==> config.mk <==
export PLATFORM = sky130hd
export DESIGN_NAME = pulse_sequencer
export DESIGN_NICKNAME = d
export VERILOG_FILES = /design/src/rtl/pulse_sequencer.sv
export SDC_FILE = /design/constraint.sdc
export NUM_CORES = 1
export LEC_CHECK = 0
export ABC_AREA = 0
export BUFFER_PORTS_ARGS = -buffer_cell sky130_fd_sc_hd__buf_2
export CORE_UTILIZATION = 47
export CTS_CLUSTER_SIZE = 40
export DETAILED_ROUTE_END_ITERATION = 8
export HOLD_SLACK_MARGIN = 0.06
export PLACE_DENSITY_LB_ADDON = 0.25
export SETUP_SLACK_MARGIN = 0.5
export SYNTH_ARGS = -nofsm -noshare
export SYNTH_HDL_FRONTEND = slang
export SYNTH_SLANG_ARGS = --single-unit
==> constraint.sdc <==
create_clock -name clk -period 2.1 [get_ports clk]
set_input_delay 0 -clock clk [delete_from_list [all_inputs] [get_ports clk]]
set_output_delay 0 -clock clk [all_outputs]
set_load 0.02 [all_outputs]
==> src/rtl/pulse_sequencer.sv <==
// pulse_sequencer: instruction-driven pulse scheduler.
// Pops 32-bit instruction words, decodes NOP/WAIT/EMIT/SYNC/HALT, pulls one
// pulse descriptor per EMIT, and drives a registered timed pulse.
// Optional build macro SEQ_TIMESTAMP_EN adds a free-running TS_W-bit counter
// whose value is captured into pulse_ts on each pulse_out rising edge;
// without it pulse_ts is tied to zero.
// SYNC_STAGES must be at least 2.
module pulse_sequencer #(
  parameter int SYNC_STAGES = 2,
  parameter int TS_W        = 48
) (
  input  logic            clk,
  input  logic            rst,
  input  logic            run,
  input  logic            sync_in,
  input  logic            instr_empty,
  input  logic [31:0]     instr_dout,
  output logic            instr_rd_en,
  input  logic            pulse_empty,
  input  logic [31:0]     pulse_dout,
  output logic            pulse_rd_en,
  output logic            pulse_out,
  output logic            busy,
  output logic            halted,
  output logic            err,
  output logic [TS_W-1:0] pulse_ts
);

  localparam int CNT_W = 28;

  localparam logic [3:0] OP_NOP  = 4'd0;
  localparam logic [3:0] OP_WAIT = 4'd1;
  localparam logic [3:0] OP_EMIT = 4'd2;
  localparam logic [3:0] OP_SYNC = 4'd3;
  localparam logic [3:0] OP_HALT = 4'd4;

  typedef enum logic [3:0] {
    S_IDLE,
    S_FETCH,
    S_DECODE,
    S_WAIT,
    S_PFETCH,
    S_PLOAD,
    S_DELAY,
    S_PULSE,
    S_SYNC,
    S_HALT
  } state_t;

  state_t             state, state_nxt;
  logic [CNT_W-1:0]   cnt, cnt_nxt;
  logic [15:0]        pw, pw_nxt;
  logic               err_set;
  logic               pulse_q;
  logic               pulse_rise;

  // instruction / descriptor fields, only meaningful in DECODE / PLOAD
  logic [3:0]         op;
  logic [CNT_W-1:0]   arg;
  logic [15:0]        p_delay;
  logic [15:0]        p_width;

  assign op      = instr_dout[31:28];
  assign arg     = instr_dout[27:0];
  assign p_delay = pulse_dout[31:16];
  assign p_width = pulse_dout[15:0];

  // sync_in synchronizer; the extra top bit holds the previous synchronized
  // value so a rising edge is a single-cycle strobe
  logic [SYNC_STAGES:0] sync_pipe;
  logic                 sync_rise;

  // shift sync_in through the synchronizer chain
  always_ff @(posedge clk or negedge rst) begin
    if (!rst) sync_pipe <= '0;
    else      sync_pipe <= {sync_pipe[SYNC_STAGES-1:0], sync_in};
  end

  assign sync_rise = sync_pipe[SYNC_STAGES-1] & ~sync_pipe[SYNC_STAGES];

  // state, shared down-counter, latched width and sticky error
  always_ff @(posedge clk or negedge rst) begin
    if (!rst) begin
      state <= S_IDLE;
      cnt   <= '0;
      pw    <= '0;
      err   <= 1'b0;
    end else begin
      state <= state_nxt;
      cnt   <= cnt_nxt;
      pw    <= pw_nxt;
      if (err_set) err <= 1'b1;
    end
  end

  // next-state decode; cnt serves WAIT, DELAY and PULSE in turn and always
  // exits on 1 so each state lasts exactly its loaded count
  always_comb begin
    state_nxt = state;
    cnt_nxt   = cnt;
    pw_nxt    = pw;
    err_set   = 1'b0;
    unique case (state)
      S_IDLE: begin
        if (run && !instr_empty) state_nxt = S_FETCH;
      end
      S_FETCH: begin
        state_nxt = S_DECODE;
      end
      S_DECODE: begin
        unique case (op)
          OP_NOP:  state_nxt = S_IDLE;
          OP_WAIT: begin
            cnt_nxt   = arg;
            state_nxt = (arg == '0) ? S_IDLE : S_WAIT;
          end
          OP_EMIT: state_nxt = S_PFETCH;
          OP_SYNC: state_nxt = S_SYNC;
          OP_HALT: state_nxt = S_HALT;
          default: begin
            err_set   = 1'b1;
            state_nxt = S_IDLE;
          end
        endcase
      end
      S_WAIT: begin
        if (cnt == CNT_W'(1)) state_nxt = S_IDLE;
        cnt_nxt = cnt - CNT_W'(1);
      end
      S_PFETCH: begin
        if (!pulse_empty) state_nxt = S_PLOAD;
      end
      S_PLOAD: begin
        pw_nxt = p_width;
        if (p_delay != '0) begin
          cnt_nxt   = CNT_W'(p_delay);
          state_nxt = S_DELAY;
        end else if (p_width != '0) begin
          cnt_nxt   = CNT_W'(p_width);
          state_nxt = S_PULSE;
        end else begin
          state_nxt = S_IDLE;
        end
      end
      S_DELAY: begin
        if (cnt == CNT_W'(1)) begin
          if (pw != '0) begin
            cnt_nxt   = CNT_W'(pw);
            state_nxt = S_PULSE;
          end else begin
            cnt_nxt   = '0;
            state_nxt = S_IDLE;
          end
        end else begin
          cnt_nxt = cnt - CNT_W'(1);
        end
      end
      S_PULSE: begin
        if (cnt == CNT_W'(1)) state_nxt = S_IDLE;
        cnt_nxt = cnt - CNT_W'(1);
      end
      S_SYNC: begin
        if (sync_rise) state_nxt = S_IDLE;
      end
      S_HALT: begin
        if (!run) state_nxt = S_IDLE;
      end
      default: begin
        state_nxt = S_IDLE;
      end
    endcase
  end

  // pulse_out is a flop that mirrors the upcoming PULSE state, so it is
  // glitch-free and still drops with the asynchronous reset
  always_ff @(posedge clk or negedge rst) begin
    if (!rst) pulse_q <= 1'b0;
    else      pulse_q <= (state_nxt == S_PULSE);
  end

  assign pulse_rise  = (state_nxt == S_PULSE) && !pulse_q;

  assign pulse_out   = pulse_q;
  assign instr_rd_en = (state == S_FETCH);
  assign pulse_rd_en = (state == S_PFETCH) && !pulse_empty;
  assign busy        = (state != S_IDLE);
  assign halted      = (state == S_HALT);

`ifdef SEQ_TIMESTAMP_EN
  logic [TS_W-1:0] ts_cnt;
  logic [TS_W-1:0] ts_q;

  // free-running timestamp, wraps naturally after all-ones
  always_ff @(posedge clk or negedge rst) begin
    if (!rst) ts_cnt <= '0;
    else      ts_cnt <= ts_cnt + TS_W'(1);
  end

  // capture the counter value seen during the first high cycle of pulse_out
  always_ff @(posedge clk or negedge rst) begin
    if (!rst)            ts_q <= '0;
    else if (pulse_rise) ts_q <= ts_cnt + TS_W'(1);
  end

  assign pulse_ts = ts_q;
`else
  logic unused_rise;
  assign unused_rise = pulse_rise;
  assign pulse_ts    = '0;
`endif

endmodule

==> metrics.txt <==
Fmax 456 MHz; cell taking the most area after synthesis dfrtp_1; Mapped Area 0.00409 mm²; gr usage total 32.2%; WL/cell 19.5 µm; most frequent cell after synthesis nand2_1; TritonRoute pass-1 iters 5; Via density 6.19; area of the core 0.00830 mm²; Post-Syn Instances 497; Fin Hold WS 0.0757 ns; failing checks negative setup slack; TritonCTS buffer count 5; Worst Clk Skew 0.0123 ns; clock root cell clkbuf_8; setup ws final -0.0922 ns; Core Util, Final 73.0%; WP data required 2.31 ns; vias post-DR 4834; Port Buffers 75; fin crit period 2.19 ns; area grow syn2layout 48.1%; FF+latch count, synth 53; # diodes 0; Crit path arrival time 2.40 ns; antenna violations before repair 0; Final Hold Violating Endpoints 0; share of cells above drive strength 1 42.0%; dpl cells 716; crit path launch type flop; RSZ-0062 raised after global routing yes; largest net degree at the start of global routing 36; Mapped Avg Cell Area 8.23 µm²; post-synth top area share 32.4%; post-route ant nets 0; global route overflow 0; Post-synth EDFFs 0; Total Power 0.00203 W; Rel. slew slack 44.2%; number of global-route vias before repair 4444; final wirelength 15200 µm; Synth area leaders dfrtp_1, buf_4, nand2_1, o21ai_0, nor4_1; Clock Tree Buf Depth 2; Clock transition at path regs 0.11 ns; largest fanout on the critical path 8; Peak VDD IR 0.258 mV; sequential element share of the synthesized area 32.4%; endpoints failing setup 17; first-pass GRT wire length 22400 µm; H-tree levels 2; Min-Delay Path Class input port to flop; Die ar. 0.00908 mm²; hpwl dp 10100 µm; clk sink count 53; Vert. Die Dim 95.3 µm; DRC Markers 0; power per cell area 335 mW/mm²; clock latency on the worst-skew pair 0.32 ns; actual slew at the worst max-slew pin 0.837 ns; Ports 124; DIE WIDTH 95.3 µm; final slew viol count 0; library cells used by synthesis 62; Worst Setup Path Type flop to flop; Pleak 2.53 nW; asr flop ratio synth 100%; CTS tree done; Worst setup EP type flop; Final Wtd Congestion 1.03; ys flop type dfrtp_1; most frequent cells after synthesis nand2_1, dfrtp_1, buf_4; Nets 747; # Max-Cap Violations 0; Initial Util 49.3%; Non-Filler Instances 781; yosys warns 0; Tcrit/Tclk final 104%; status complete, but fails checks; # rows 33; drt first-iter violations 485
[cell families after synthesis]
logic type,share of synthesized area [%]
AND/OR/NAND/NOR,27.2
multiplexers,1.22
adder cells (fa/ha/maj),0.856
AO/OA/AOI/OAI,24.0
buffers and inverters,14.2
other,0.0917
flip-flops,32.4
[registers in the layout, summed over array words and instances (netlist names)]
register   flops
sync_pipe      3
err            1
pw            16
cnt           28
pulse_out      1
state          4
[metrics by stage]
stage	setup WS [ns]	TNS (ns)	cell area, µm²
floorplan	0.0331	0	4390
global placement	-0.0341	-0.0635	4870
detailed placement	-0.118	-0.485	4870
CTS	-0.0137	-0.0470	5680
global route	-0.135	-1.70	6060
finish	-0.0922	-0.657	6060
[power by group]
part | internal, W | total (W) | switching, W
clock | 0.000361 | 0.000734 | 0.000373
sequential | 0.00102 | 0.00102 | 0.00000109
combinational | 0.0000969 | 0.000271 | 0.000174
[timing repair]
| item | in CTS | in global routing |
|---|---|---|
| setup buffers | 12 | 11 |
| pin swaps | 19 | 29 |
| endpoints found under the hold margin | 64 | 0 |
| resized for setup | 79 | 66 |
| hold buffers | 31 | 0 |
| endpoints found under the setup margin | 45 | 50 |
| cloned | 1 | 2 |
[layout make-up]
class / instances / area [µm²]
multi-input combinational: 401 / 2850
clock buffer: 6 / 72.6
clock inverter: 2 / 38.8
fill: 592 / 2240
sequential: 53 / 1330
tap: 105 / 131
timing repair buffer: 200 / 1570
inverter: 14 / 55.1
[cells in the final DEF, fill, tap and decap left out, types with 6 or more instances in the layout]
cell,n
a21oi_1,16
a222oi_1,6
a22o_1,10
buf_2,74
buf_4,65
buf_6,22
conb_1,48
dfrtp_1,48
dlygate4sd3_1,31
inv_1,12
nand2_1,59
nand2_2,14
nand2_4,6
nand3_1,7
nor2_1,23
nor3_1,10
nor4_1,20
nor4_4,7
o211ai_1,9
o21ai_0,15
o21ai_1,13
o21ai_2,11
o2bb2ai_1,8
[routing by layer]
metal | vias up | global-route usage (%) | wire length (µm)
li1 | 2113 | - | -
met1 | 2300 | 41.5 | 5790
met2 | 348 | 54.4 | 7300
met3 | 73 | 5.58 | 1500
met4 | 0 | 10.6 | 610
met5 | - | 0 | 0
[worst paths after layout]
path / end / slack, ns / from / depth (start not counted)
worst min register to register: sync_pipe[1]$_DFF_PN0_ / 0.37 / sync_pipe[0]$_DFF_PN0_ / 0
worst max register to register: cnt[20]$_DFFE_PN0P_ / -0.09 / cnt[20]$_DFFE_PN0P_ / 7
worst min-delay path: cnt[11]$_DFFE_PN0P_ / 0.08 / instr_dout[11] / 4
worst max-delay path: cnt[20]$_DFFE_PN0P_ / -0.09 / cnt[20]$_DFFE_PN0P_ / 7
min in group asynchronous: cnt[17]$_DFFE_PN0P_ / 0.31 / rst / 2
max in group asynchronous: pw[6]$_DFFE_PN0P_ / 1.02 / rst / 3
[critical path, stage by stage, from the launching register on]
cell     delay, ns
dfrtp_1       0.44
or4_4         0.59
nor2_4        0.17
nand3_4       0.11
a21oi_4       0.23
buf_6         0.18
o21ai_2       0.07
a221o_1       0.29
Power figures use the tool's default switching activity.
